File: src/rtl/mem_port_arbiter.sv
// mem_port_arbiter: lets instruction fetch (IF) and the load/store unit (D)
// share one byte-wide memory port. Each transfer moves 1, 2 or 4 bytes in
// big-endian order and ends with a one-cycle ack to the port that won.
// Optional build macro: MEM_ARB_ALIGN_CHECK_EN turns misaligned half/word
// accesses into an immediate error ack that never touches memory.
module mem_port_arbiter #(
  parameter int ADDR_W  = 9,
  parameter bit FAIR_RR = 1'b1
) (
  input  logic              clk,
  input  logic              clr,
  input  logic              if_req,
  input  logic [ADDR_W-1:0] if_addr,
  output logic              if_ack,
  output logic [31:0]       if_rdata,
  output logic              if_err,
  input  logic              d_req,
  input  logic              d_we,
  input  logic [1:0]        d_size,
  input  logic [ADDR_W-1:0] d_addr,
  input  logic [31:0]       d_wdata,
  output logic              d_ack,
  output logic [31:0]       d_rdata,
  output logic              d_err,
  output logic [ADDR_W-1:0] mem_addr,
  output logic              mem_we,
  output logic [7:0]        mem_wdata,
  input  logic [7:0]        mem_rdata
);

  typedef enum logic [1:0] {S_IDLE, S_XFER, S_ACK} state_t;

  state_t            r_state;
  logic              r_gnt_d;     // current transfer belongs to D
  logic              r_last_d;    // last completed grant went to D
  logic [ADDR_W-1:0] r_base;
  logic [1:0]        r_last_idx;  // byte count minus one
  logic [1:0]        r_idx;
  logic              r_we;
  logic [31:0]       r_wdata;
  logic [23:0]       r_shift;     // bytes read so far, oldest most significant
  logic              r_if_ack;
  logic [31:0]       r_if_rdata;
  logic              r_d_ack;
  logic [31:0]       r_d_rdata;
  logic [ADDR_W-1:0] r_mem_addr;
  logic              r_mem_we;
  logic [7:0]        r_mem_wdata;

  logic              w_any;
  logic              w_gnt_d;
  logic [ADDR_W-1:0] w_addr;
  logic [1:0]        w_last_idx;
  logic              w_we;
  logic              w_mis;
  logic [ADDR_W-1:0] w_next_addr;
  logic [31:0]       w_assembled;

  // Byte k of a right-aligned word (k=0 is the least significant byte).
  function automatic logic [7:0] f_byte(input logic [31:0] word, input logic [1:0] k);
    case (k)
      2'd0:    f_byte = word[7:0];
      2'd1:    f_byte = word[15:8];
      2'd2:    f_byte = word[23:16];
      default: f_byte = word[31:24];
    endcase
  endfunction

  // Without a tie, the lone requester wins; on a tie either alternate or favour D.
  assign w_any       = if_req | d_req;
  assign w_gnt_d     = d_req & (~if_req | (FAIR_RR ? ~r_last_d : 1'b1));
  assign w_addr      = w_gnt_d ? d_addr : if_addr;
  assign w_we        = w_gnt_d & d_we;
  assign w_next_addr = r_base + ADDR_W'(r_idx) + ADDR_W'(1);
  assign w_assembled = {r_shift, mem_rdata};

  // Transfer length of the request that would be granted this cycle.
  always_comb begin
    w_last_idx = 2'd3;
    if (w_gnt_d) begin
      case (d_size)
        2'b00:   w_last_idx = 2'd0;
        2'b01:   w_last_idx = 2'd1;
        default: w_last_idx = 2'd3;
      endcase
    end
  end

`ifdef MEM_ARB_ALIGN_CHECK_EN
  logic r_if_err;
  logic r_d_err;
  assign w_mis  = ((w_last_idx == 2'd1) && w_addr[0]) ||
                  ((w_last_idx == 2'd3) && (w_addr[1:0] != 2'b00));
  assign if_err = r_if_err;
  assign d_err  = r_d_err;
`else
  assign w_mis  = 1'b0;
  assign if_err = 1'b0;
  assign d_err  = 1'b0;
`endif

  // Arbitration and byte sequencing FSM; every output is registered here.
  always_ff @(posedge clk or negedge clr) begin
    if (!clr) begin
      r_state     <= S_IDLE;
      r_gnt_d     <= 1'b0;
      r_last_d    <= 1'b1;
      r_base      <= '0;
      r_last_idx  <= 2'd0;
      r_idx       <= 2'd0;
      r_we        <= 1'b0;
      r_wdata     <= '0;
      r_shift     <= '0;
      r_if_ack    <= 1'b0;
      r_if_rdata  <= '0;
      r_d_ack     <= 1'b0;
      r_d_rdata   <= '0;
      r_mem_addr  <= '0;
      r_mem_we    <= 1'b0;
      r_mem_wdata <= '0;
`ifdef MEM_ARB_ALIGN_CHECK_EN
      r_if_err    <= 1'b0;
      r_d_err     <= 1'b0;
`endif
    end else begin
      r_if_ack <= 1'b0;
      r_d_ack  <= 1'b0;
`ifdef MEM_ARB_ALIGN_CHECK_EN
      r_if_err <= 1'b0;
      r_d_err  <= 1'b0;
`endif
      case (r_state)
        S_IDLE: begin
          if (w_any) begin
            r_gnt_d    <= w_gnt_d;
            r_base     <= w_addr;
            r_last_idx <= w_last_idx;
            r_we       <= w_we;
            r_wdata    <= d_wdata;
            r_idx      <= 2'd0;
            r_shift    <= '0;
            if (w_mis) begin
              // Misaligned: answer at once with an error, memory untouched.
              r_state  <= S_ACK;
              r_last_d <= w_gnt_d;
              if (w_gnt_d) begin
                r_d_ack   <= 1'b1;
                r_d_rdata <= '0;
              end else begin
                r_if_ack   <= 1'b1;
                r_if_rdata <= '0;
              end
`ifdef MEM_ARB_ALIGN_CHECK_EN
              r_d_err  <= w_gnt_d;
              r_if_err <= ~w_gnt_d;
`endif
            end else begin
              r_state     <= S_XFER;
              r_mem_addr  <= w_addr;
              r_mem_we    <= w_we;
              r_mem_wdata <= w_we ? f_byte(d_wdata, w_last_idx) : 8'h00;
            end
          end
        end
        S_XFER: begin
          r_shift <= {r_shift[15:0], mem_rdata};
          if (r_idx == r_last_idx) begin
            r_state     <= S_ACK;
            r_last_d    <= r_gnt_d;
            r_mem_we    <= 1'b0;
            r_mem_wdata <= 8'h00;
            if (r_gnt_d) begin
              r_d_ack <= 1'b1;
              if (!r_we) r_d_rdata <= w_assembled;
            end else begin
              r_if_ack   <= 1'b1;
              r_if_rdata <= w_assembled;
            end
          end else begin
            r_idx      <= r_idx + 2'd1;
            r_mem_addr <= w_next_addr;
            if (r_we) r_mem_wdata <= f_byte(r_wdata, r_last_idx - r_idx - 2'd1);
          end
        end
        S_ACK:   r_state <= S_IDLE;
        default: r_state <= S_IDLE;
      endcase
    end
  end

  assign if_ack    = r_if_ack;
  assign if_rdata  = r_if_rdata;
  assign d_ack     = r_d_ack;
  assign d_rdata   = r_d_rdata;
  assign mem_addr  = r_mem_addr;
  assign mem_we    = r_mem_we;
  assign mem_wdata = r_mem_wdata;

endmodule

File: config.mk
export PLATFORM = sky130hd
export DESIGN_NAME = mem_port_arbiter
export DESIGN_NICKNAME = d
export VERILOG_FILES = /design/src/rtl/mem_port_arbiter.sv
export SDC_FILE = /design/constraint.sdc
export NUM_CORES = 1
export LEC_CHECK = 0
export CAP_MARGIN = 10
export CORE_MARGIN = 3
export CORE_UTILIZATION = 54
export CTS_CLUSTER_DIAMETER = 40
export DETAILED_ROUTE_END_ITERATION = 8
export PLACE_DENSITY = 0.85
export SLEW_MARGIN = 10
export SYNTH_ARGS = -nofsm -noshare
export SYNTH_HDL_FRONTEND = slang
export SYNTH_SLANG_ARGS = --single-unit
export TNS_END_PERCENT = 30
File: constraint.sdc
create_clock -name clk -period 5.3 [get_ports clk]
set_input_delay 1.59 -clock clk [delete_from_list [all_inputs] [get_ports clk]]
set_output_delay 1.59 -clock clk [all_outputs]
set_load 0.005 [all_outputs]
### Word level (Yosys, flattened, before mapping)

Cells that the tools add are included.
Widths: inputs -> output; s select.

* register bits after elaboration: 158
* word-level logic and storage cells: 84

* add/sub/neg operators: 5
* eq/ne operators: 11
* multiplexer cells: 30
* bitwise operators: 8
* reduce and logical (&&, ||, !) cells: 14

Operators by type and width (count)
* $pmux 24 s2: 1
* $pmux 8 s3: 2
* $mux 8: 4
* $mux 9: 3
* $mux 24: 1
* $pmux 9 s2: 1
* $pmux 8 s2: 1
* $pmux 2 s2: 3
* $reduce_and 3->1: 4
* $mux 2: 5
* $add 9x1->9 const B: 1
* $add 9x2->9: 1
* $eq 2x1->1 const B: 4
* $logic_not 2->1: 4
* $mux 1: 8
* $reduce_and 2->1: 4
* $ne 2x2->1 const B: 3
* $eq 2x2->1 const B: 2
* $not 1->1: 4
* $reduce_and 4->1: 1
* $ne 3x3->1 const B: 1
* $add 2x1->2 const B: 1
* $and 1x1->1: 2
* $eq 2x2->1: 1
* other kinds (5): 6

### Longest topological paths before layout

Gate-level depths: netlist of the first run.

* word-level depth: 9
* mapped depth: 9
* mapped depth without buffers: 9

### Least setup slack after synthesis of the first run

No wires, ideal clock.

* path type: input to register
* start: in d_req
* end: reg r_mem_addr[0], in the netlist mem_addr[0]
* library setup time: 0.135 ns
* arrival time: 2.630 ns
* slack: 2.535 ns
* stages on the path: 5
* cell sequence: a21boi_0 buf_2 mux2_2 o21ai_0 o21ai_0

* longest elaborated chain between the ends: 4
* elaborated cells on any way between the ends: 7
* classes of those cells: 1 x eq/ne; 3 x mux; 2 x bitwise; 1 x reduce/logical

RTL lines
* start: declaration: line 17 `input logic d_req,`
* $and 1x1->1: line 71 `assign w_gnt_d = d_req & (~if_req | (FAIR_RR ? ~r_last_d : 1'b1));`
* $mux 9: line 72 `assign w_addr = w_gnt_d ? d_addr : if_addr;`
* $mux 9: line 134 `if (w_any) begin`
* $pmux 9 s2: line 132 `case (r_state)`
* end signal: assignment: line 159 `r_mem_addr <= w_addr;`
* end signal: assignment: line 181 `r_mem_addr <= w_next_addr;`
* end: declaration: line 46 `logic [ADDR_W-1:0] r_mem_addr;`

Several ways; a longest one is shown, not always the timed one. The select of a mux whose other input is x is not followed.
A chain may end at the register's enable or synchronous reset.

### Worst setup path in the final report of the first run

* start: in if_req
* end: reg r_mem_addr[5], in the netlist mem_addr[5]

* longest elaborated chain between the ends: 6
* elaborated cells on any way between the ends: 9
* classes of those cells: 1 x eq/ne; 3 x mux; 4 x bitwise; 1 x reduce/logical

RTL lines
* start: declaration: line 12 `input logic if_req,`
* $not 1->1: line 71
* $or 1x1->1: line 71
* $and 1x1->1: line 71
* $mux 9: line 72
* $mux 9: line 134
* $pmux 9 s2: line 132

Several ways; a longest one is shown, not always the timed one. The select of a mux whose other input is x is not followed.

==> impl_metrics.csv, run 1 <==
group,metric,value,unit
critical_path,cp_max_fo,40,
clock_tree,cts_tree,"built",
placement,io_buffers,148,
timing,fin_setup_tns,0,ns
floorplanning,chipWidth,117,microns
timing,slew_viol_final,0,
logic_synthesis,yosys-top-cells-area,"dfrtp_1 (59%), mux2_1 (8.8%), nand2_1 (8.2%), a22o_1 (3.3%), mux2i_1 (2.7%)",
clock_tree,clk_latency,0.42,ns
worst_hold_path,holdCritStartpoint,"r_wdata[16]$_DFFE_PN0P_",
logic_synthesis,synth-edff-count,0,
floorplanning,core,0.0121,sq mm
timing,min_period_over_period,64.4,%
clock_tree,clk_pin_slew,0.06,ns
placement,pre_cts_slack,1.25,ns
logic_synthesis,synthArstFlopShare,100,%
critical_path,required,5.60,ns
logic_synthesis,syn_area_per_cell,11.8,sq um
grt,grt-ovfl-total,0,
job,maxCapViolations,0,
layout,n_antenna_cell,0,
logic_synthesis,ys_warn_count,0,
routing,ant_nets,0,
layout,finalNonFillerCells,891,
timing,rsz0062_at_grt,"false",
grt,grt_pass1_wl,26300,microns
worst_hold_path,min_to,"r_wdata[16]$_DFFE_PN0P_",
timing,period_needed,3.42,ns
critical_path,worst-r2r-setup-slack,2.61,ns
layout,area_growth,32.6,%
layout,fin_nets,779,
floorplanning,rows,40,
logic_synthesis,syn_inst,568,
clock_tree,clock_path_buffers,2,
placement,dpl_cell_area,0.00827,sq mm
status,outcome,"complete, no violations",
clock_tree,cts_max_level,4,
logic_synthesis,synth_top_area_cell,"dfrtp_1",
worst_hold_path,hold_class,"reg -> reg",
timing,setup_viol,0,
critical_path,slowest_stage,"nor2_1",
clock_tree,clock_sinks,158,
routing,wl_per_cell,17.7,microns
logic_synthesis,yosys-top-cells-count,"dfrtp_1 (157), nand2_1 (146), mux2_1 (52), a22o_1 (25), o21ai_0 (21)",
floorplanning,num_io_pins,151,
clock_tree,cts_hold_buf,0,
logic_synthesis,synth_cell_types,43,
timing,fin_ws,1.88,ns
clock_tree,cts_inserted_buffers,17,
layout,drive_gt1_share,9.68,%
power_and_ir_drop,power.leakage,0.00420,uW
routing,drc,0,
routing,wirelength,15800,microns
clock_tree,cts_resized,0,
power_and_ir_drop,power_density,625,mW/mm^2
logic_synthesis,synth_top_cell_area_share,58.7,%
logic_synthesis,ys_ff_latch,158,
critical_path,r2r-start,"r_idx[0]$_DFFE_PN0P_",
timing,clock-skew-final,0.00959,ns
floorplanning,die-area,0.0138,sq mm
grt,grt_max_degree,102,
routing,num_vias,4932,
placement,place_congestion,0.854,
critical_path,crit_type,"in -> reg",
routing,first_pass_iters,5,
layout,design_area,0.00887,sq mm
logic_synthesis,syn_area,0.00669,sq mm
timing,final_hold_viol_count,0,
timing,fmaxAchievable,0.293,GHz
routing,vias_per_cell,5.54,
logic_synthesis,ys_seq_area_share,59.1,%
timing,worst_pin_slew,1.03,ns
floorplanning,die_height,117,microns
routing,drt_iter0_markers,382,
grt,gr-usage-all-layers,23.8,%
critical_path,timing.rr.end,"d_rdata[0]$_DFFE_PN0P_",
logic_synthesis,synth_most_common_cell,"dfrtp_1",
power_and_ir_drop,ir_drop,0.412,mV
critical_path,path_cells,"clkdlybuf4s50_1 -> o21a_1 -> buf_4 -> nor2_1 -> inv_1 -> o221a_1",
critical_path,critPathMaxStageDelay,0.72,ns
critical_path,worstPathArrival,3.72,ns
placement,dp_cells,859,
worst_hold_path,hold_path_depth,2,
grt,grt_pass1_vias,5150,
logic_synthesis,ys.flop_type,"dfrtp_1",
critical_path,worst_r2r_path_depth,6,
placement,dp_hpwl,10600,microns
critical_path,end_kind,"flop",
floorplanning,initial_core_util,55.5,%
clock_tree,ctsRootBufferMaster,"clkbuf_16",
grt,antenna_found_initial,0,
timing,timing.slew.headroom,31.3,%
critical_path,crit_path_start_kind,"primary input",
clock_tree,postCtsSetupBuffers,0,
==> registers in the layout, summed over array words and instances, names as in the netlist, 8 cells and up <==
signal,cells
mem_addr,9
r_wdata,32
r_base,9
mem_wdata,8
if_rdata,32
r_shift,24
d_rdata,32
==> cell usage in the layout, fill, tap and decap left out, types with 4 or more instances in the layout <==
| master | n |
|---|---|
| nand2_1 | 146 |
| buf_4 | 6 |
| inv_6 | 5 |
| nand4_1 | 6 |
| a22oi_1 | 6 |
| clkbuf_16 | 17 |
| a22o_1 | 25 |
| mux2_2 | 11 |
| mux2_4 | 10 |
| nor2_1 | 13 |
| mux2_1 | 52 |
| o21ai_0 | 20 |
| mux2i_1 | 18 |
| and3_1 | 5 |
| dfrtp_1 | 157 |
| inv_1 | 8 |
| clkdlybuf4s50_1 | 147 |
| a21o_1 | 4 |
| nand3_1 | 4 |
| xnor2_1 | 4 |
| o211ai_1 | 8 |
==> worst max path at each step <==
| stage | from | slack (ns) | endpoint |
|---|---|---|---|
| after floorplan | d_req | 2.53 | mem_addr[0]$_DFFE_PN0P_ |
| after global placement | d_req | 1.39 | r_last_idx[0]$_DFFE_PN0P_ |
| after detailed placement | d_req | 1.25 | mem_wdata[4]$_DFFE_PN0P_ |
| after CTS | d_req | 1.56 | mem_wdata[5]$_DFFE_PN0P_ |
| after global routing | if_req | 1.68 | mem_addr[5]$_DFFE_PN0P_ |
| final | if_req | 1.88 | mem_addr[5]$_DFFE_PN0P_ |
==> cell families after synthesis <==
logic type                 after synthesis  synth area share [%]
buffers and inverters                   40                  3.14
AOI/OAI and AO/OA                       78                  8.36
DFF                                    158                  59.1
other                                    1                0.0560
adders and majority gates                4                 0.860
and+or+nand+nor                        187                  11.5
xor gates and xnor gates                 9                  1.40
muxes                                   91                  15.5
==> where the power goes <==
part	switching, uW	internal [uW]
registers	382	1750
clock network	527	712
logic	1020	1150
==> through the flow <==
step,util [%],hold slack [ns],total power (uW)
5_1_grt,73.6,0.497,5880
6_report,73.6,0.477,5540
4_1_cts,73.5,0.480,5580
2_1_floorplan,-,0.440,3310
3_3_place_gp,68.6,0.453,4180
3_5_place_dp,68.6,0.462,4300
==> layer usage <==
| metal | track usage, % | part of all wire [%] | vias to the layer above |
|---|---|---|---|
| li1 | - | - | 2230 |
| met1 | 31.0 | 41 | 2488 |
| met2 | 40.0 | 52 | 200 |
| met3 | 5.35 | 6.2 | 14 |
| met4 | 7.55 | 0.94 | 0 |
| met5 | 0 | 0 | - |
==> critical path: cells and delay by family <==
family                 cells  cell delay (ns)
buffers and inverters      3             0.90
and+or+nand+nor            1             0.72
AOI/OAI and AO/OA          2             0.51
==> cell type report <==
type	instances	area [sq um]
multi-input combinational	371	2550
clock inverter	15	176
fill	807	3190
sequential	158	3960
inverter	8	30.0
timing repair buffer	154	1530
tap	168	210
clock buffer	17	425
No activity file was read; power rests on OpenSTA's default activity.
==> run 2: changes to the inputs <==
--- a/config.mk
+++ b/config.mk
@@ -7,10 +7,10 @@
 export LEC_CHECK = 0
 export CAP_MARGIN = 10
 export CORE_MARGIN = 3
-export CORE_UTILIZATION = 54
+export CORE_UTILIZATION = 50
 export CTS_CLUSTER_DIAMETER = 40
 export DETAILED_ROUTE_END_ITERATION = 8
-export PLACE_DENSITY = 0.85
+export PLACE_DENSITY = 0.79
 export SLEW_MARGIN = 10
 export SYNTH_ARGS = -nofsm -noshare
 export SYNTH_HDL_FRONTEND = slang
==> constraint.sdc (replaced) <==
create_clock -name clk -period 3.4 [get_ports clk]
set_input_delay 1.02 -clock clk [delete_from_list [all_inputs] [get_ports clk]]
set_output_delay 1.02 -clock clk [all_outputs]
set_load 0.005 [all_outputs]
==> impl_metrics.csv, run 2 (same netlist as run 1, synthesis figures left out) <==
group,metric,value,unit
critical_path,worstPathArrival,2.78,ns
critical_path,r2r-start,"r_idx[0]$_DFFE_PN0P_",
timing,setup_viol,0,
critical_path,timing.rr.end,"if_rdata[28]$_DFFE_PN0P_",
floorplanning,num_io_pins,151,
critical_path,end_kind,"flop",
placement,dpl_cell_area,0.00832,sq mm
critical_path,critPathLaunch,"r_idx[0]$_DFFE_PN0P_",
timing,fin_ws,0.914,ns
clock_tree,ctsRootBufferMaster,"clkbuf_16",
routing,first_pass_iters,4,
grt,grt_pass1_wl,25500,microns
timing,timing.slew.headroom,33.1,%
layout,fin_nets,783,
critical_path,cp_max_fo,33,
timing,fmaxAchievable,0.402,GHz
grt,grt-ovfl-total,0,
timing,final_hold_viol_count,0,
layout,drive_gt1_share,10.0,%
power_and_ir_drop,power_density,974,mW/mm^2
layout,final_common_cell,"dfrtp_1",
layout,n_antenna_cell,0,
clock_tree,cts_tree,"built",
power_and_ir_drop,power,8710,uW
clock_tree,clock_path_buffers,2,
status,outcome,"complete, no violations",
routing,num_vias,4822,
clock_tree,clock_sinks,158,
timing,min_period_over_period,73.1,%
routing,drc,0,
critical_path,required,3.70,ns
worst_hold_path,hold_class,"in -> async",
job,maxCapViolations,0,
timing,clock-skew-final,0.00651,ns
clock_tree,cts_resized,0,
routing,wirelength,15700,microns
critical_path,crit_path_start_kind,"flop",
critical_path,worst-r2r-setup-slack,0.91,ns
timing,slew_viol_final,0,
placement,dp_hpwl,10600,microns
floorplanning,rows,41,
layout,final_cell_mix,"dfrtp_1 (157), clkdlybuf4s50_1 (147), nand2_1 (146), mux2_1 (52), a22o_1 (25)",
grt,grt_max_degree,101,
routing,drt_iter0_markers,419,
clock_tree,clk_pin_slew,0.06,ns
grt,grt_pass1_vias,4897,
routing,wl_per_cell,17.5,microns
clock_tree,postCtsSetupBuffers,0,
critical_path,crit_type,"reg -> reg",
timing,rsz0062_at_grt,"false",
layout,design_area,0.00894,sq mm
placement,pre_cts_slack,0.491,ns
floorplanning,die-area,0.0148,sq mm
floorplanning,core,0.0129,sq mm
clock_tree,cts_inserted_buffers,17,
critical_path,worst_r2r_path_depth,5,
floorplanning,die_height,122,microns
timing,whs,0.433,ns
routing,vias_per_cell,5.36,
placement,io_buffers,148,
grt,gr-usage-all-layers,22.0,%
grt,antenna_found_initial,0,
clock_tree,cts_hold_buf,0,
floorplanning,initial_core_util,52.0,%
power_and_ir_drop,ir_drop,0.489,mV
timing,period_needed,2.49,ns
timing,fin_setup_tns,0,ns
layout,area_growth,33.6,%
power_and_ir_drop,power.leakage,0.00423,uW
placement,place_congestion,0.859,
clock_tree,cts_max_level,4,
clock_tree,clk_latency,0.42,ns
floorplanning,chipWidth,122,microns
timing,worst_pin_slew,1.00,ns
routing,ant_nets,0,
-- run 2: cell count changes in the layout (fill, tap and decap cells not counted), sizes merged --
cell	before	now
buf	7	11
inv	16	9
clkinvlp	1	2
clkinv	4	8
bufinv	2	4
-- run 2: worst max path at each step --
stage	endpoint	slack (ns)	cells after the start
finish	if_rdata[28]$_DFFE_PN0P_	0.91	5
global route	if_rdata[26]$_DFFE_PN0P_	0.76	5
CTS	if_rdata[28]$_DFFE_PN0P_	0.91	5
detailed placement	mem_wdata[1]$_DFFE_PN0P_	0.49	8
global placement	r_last_idx[0]$_DFFE_PN0P_	0.61	7
floorplan	mem_addr[0]$_DFFE_PN0P_	1.20	5
-- run 2: layer usage --
metal	wire length [microns]	global-route usage (%)
met5	0	0
met4	166	6.86
met3	892	4.64
met1	6870	29.9
met2	7790	35.8
-- run 2: cell type report --
cell class	instances	area (sq um)
Sequential cell	158	3960
Fill cell	921	3940
Multi-Input combinational cell	371	2550
Timing Repair Buffer	158	1570
Clock buffer	17	425
Tap cell	172	215
Clock inverter	15	195
Inverter	8	30.0
-- run 2: per-stage QoR --
stage | instances | util (%)
global placement | 867 | 64.6
floorplan | 569 | -
detailed placement | 867 | 64.6
global route | 899 | 69.4
CTS | 899 | 69.4
finish | 899 | 69.4
-- run 2: where the power goes --
group	leakage (uW)	total [uW]	switching [uW]	internal, uW
combinational	0.00193	3410	1580	1830
sequential	0.00200	3310	583	2730
clock	0.000303	1980	759	1230
total	0.00423	8710	2920	5780
-- run 2: worst max-delay path, cell delays in order, from the launching register on --
cell,delay (ns)
dfrtp_1,0.41
inv_1,0.11
ha_1,0.36
and3_1,0.32
nand2b_2,0.59
mux2_1,0.55
==> run 3: changes to the inputs <==
--- a/config.mk
+++ b/config.mk
@@ -7,10 +7,10 @@
 export LEC_CHECK = 0
 export CAP_MARGIN = 10
 export CORE_MARGIN = 3
-export CORE_UTILIZATION = 50
+export CORE_UTILIZATION = 45
 export CTS_CLUSTER_DIAMETER = 40
 export DETAILED_ROUTE_END_ITERATION = 8
-export PLACE_DENSITY = 0.79
+export PLACE_DENSITY = 0.76
 export SLEW_MARGIN = 10
 export SYNTH_ARGS = -nofsm -noshare
 export SYNTH_HDL_FRONTEND = slang
==> constraint.sdc (replaced) <==
create_clock -name clk -period 2 [get_ports clk]
set_input_delay 0.6 -clock clk [delete_from_list [all_inputs] [get_ports clk]]
set_output_delay 0.6 -clock clk [all_outputs]
set_load 0.005 [all_outputs]
==> impl_metrics.csv, run 3 (same netlist as run 1, synthesis figures left out) <==
group,metric,value,unit
critical_path,path_cells,"clkdlybuf4s50_1",
timing,worst_pin_slew,0.585,ns
routing,ant_nets,0,
layout,final_common_cell,"dfrtp_1",
grt,grtUsageMet1,27.8,%
timing,period_needed,1.92,ns
critical_path,slowest_stage,"clkdlybuf4s50_1",
layout,fin_nets,813,
critical_path,worstPathArrival,1.32,ns
timing,min_period_over_period,96.1,%
critical_path,cp.buffers_inverters,1,
grt,grt_pass1_vias,5141,
timing,clock-skew-final,0.00789,ns
clock_tree,postCtsSetupBuffers,0,
grt,gr-usage-all-layers,20.5,%
timing,timing.slew.headroom,60.9,%
clock_tree,clock_path_buffers,2,
placement,dp_hpwl,11500,microns
routing,drt_iter0_markers,270,
placement,dpl_cell_area,0.00865,sq mm
critical_path,crit_type,"reg -> out",
clock_tree,cts_max_level,4,
critical_path,end_kind,"output port",
critical_path,required,1.40,ns
routing,wirelength,16100,microns
grt,antenna_found_initial,0,
layout,design_area,0.00923,sq mm
layout,area_growth,37.9,%
routing,wl_per_cell,17.2,microns
critical_path,critPathMaxStageDelay,0.52,ns
power_and_ir_drop,power,15100,uW
power_and_ir_drop,ir_drop,0.822,mV
grt,met2_usage,33.0,%
critical_path,crit_family,"buffers and inverters",
floorplanning,die_height,128,microns
routing,drc,0,
grt,busiest_layer,"met2",
routing,num_vias,4997,
grt,grt_pass1_wl,26500,microns
floorplanning,core,0.0142,sq mm
grt,gr-usage-met3,5.04,%
timing,final_hold_viol_count,0,
routing,first_pass_iters,5,
placement,place_congestion,0.826,
floorplanning,chipWidth,128,microns
timing,slew_viol_final,0,
worst_hold_path,hold_class,"in -> async",
clock_tree,clk_latency,0.42,ns
floorplanning,initial_core_util,47.1,%
floorplanning,num_io_pins,151,
power_and_ir_drop,power_density,1630,mW/mm^2
critical_path,crit_path_start_kind,"flop",
status,outcome,"complete, no violations",
placement,io_buffers,148,
power_and_ir_drop,power.leakage,0.00439,uW
timing,setup_viol,0,
floorplanning,rows,43,
clock_tree,ctsRootBufferMaster,"clkbuf_16",
clock_tree,clk_pin_slew,0.06,ns
clock_tree,clock_sinks,158,
timing,rsz0062_at_grt,"false",
grt,grt-ovfl-total,0,
clock_tree,cts_inserted_buffers,17,
layout,n_antenna_cell,0,
routing,vias_per_cell,5.34,
timing,fmaxAchievable,0.520,GHz
grt,grt_max_degree,55,
job,maxCapViolations,0,
layout,drive_gt1_share,14.2,%
clock_tree,cts_tree,"built",
layout,final_cell_mix,"dfrtp_1 (157), clkdlybuf4s50_1 (147), nand2_1 (146), mux2_1 (52), buf_4 (31)",
critical_path,cp_max_fo,2,
floorplanning,die-area,0.0164,sq mm
[run 3: timing repair]
action / CTS / global route
resized for setup: 2 / 4
cloned: 0 / 0
endpoints found under the setup margin: 1 / 23
hold buffers: 0 / 0
[run 3: layout make-up]
class | count | area [sq um]
Sequential cell | 158 | 3960
Fill cell | 1072 | 4980
Clock inverter | 12 | 123
Tap cell | 180 | 225
Clock buffer | 18 | 439
Multi-Input combinational cell | 371 | 2560
Inverter | 8 | 30.0
Timing Repair Buffer | 188 | 1900
[run 3: final timing paths]
check                                              from                        to  slack (ns)  cells past startpoint
worst max-delay path            mem_addr[5]$_DFFE_PN0P_               mem_addr[5]        0.08                      1
worst min-delay path                                clr   r_shift[17]$_DFFE_PN0P_        0.05                      1
worst max register to register     r_idx[0]$_DFFE_PN0P_   mem_addr[8]$_DFFE_PN0P_        0.09                      9
worst min register to register  r_wdata[16]$_DFFE_PN0P_   r_wdata[16]$_DFFE_PN0P_        0.48                      2
max in group asynchronous                           clr  if_rdata[16]$_DFFE_PN0P_        1.30                      2
min in group clk                r_wdata[16]$_DFFE_PN0P_   r_wdata[16]$_DFFE_PN0P_        0.48                      2
[run 3: layer usage]
layer | wire [microns] | vias up
met5 | 0 | -
met4 | 193 | 0
met3 | 960 | 18
met2 | 7790 | 175
met1 | 7170 | 2506
li1 | - | 2298
[run 3: metrics by stage]
| step | setup TNS, ns | std cells | util (%) | hold slack (ns) | setup slack [ns] |
|---|---|---|---|---|---|
| floorplan | 0 | 569 | - | 0.304 | 0.156 |
| global route | 0 | 935 | 65.0 | 0.0478 | 0.00861 |
| finish | 0 | 935 | 65.0 | 0.0503 | 0.0777 |
| detailed placement | -8.15 | 905 | 60.9 | 0.458 | -0.351 |
| global placement | -5.40 | 905 | 60.9 | 0.454 | -0.297 |
| CTS | 0 | 935 | 64.9 | 0.0394 | 0.0173 |
[run 3: power by group]
| part | internal, uW | total (uW) | switching (uW) |
|---|---|---|---|
| sequential | 4640 | 5660 | 1020 |
| combinational | 3530 | 6330 | 2800 |
| clock | 1840 | 3080 | 1240 |
| total | 10000 | 15100 | 5050 |
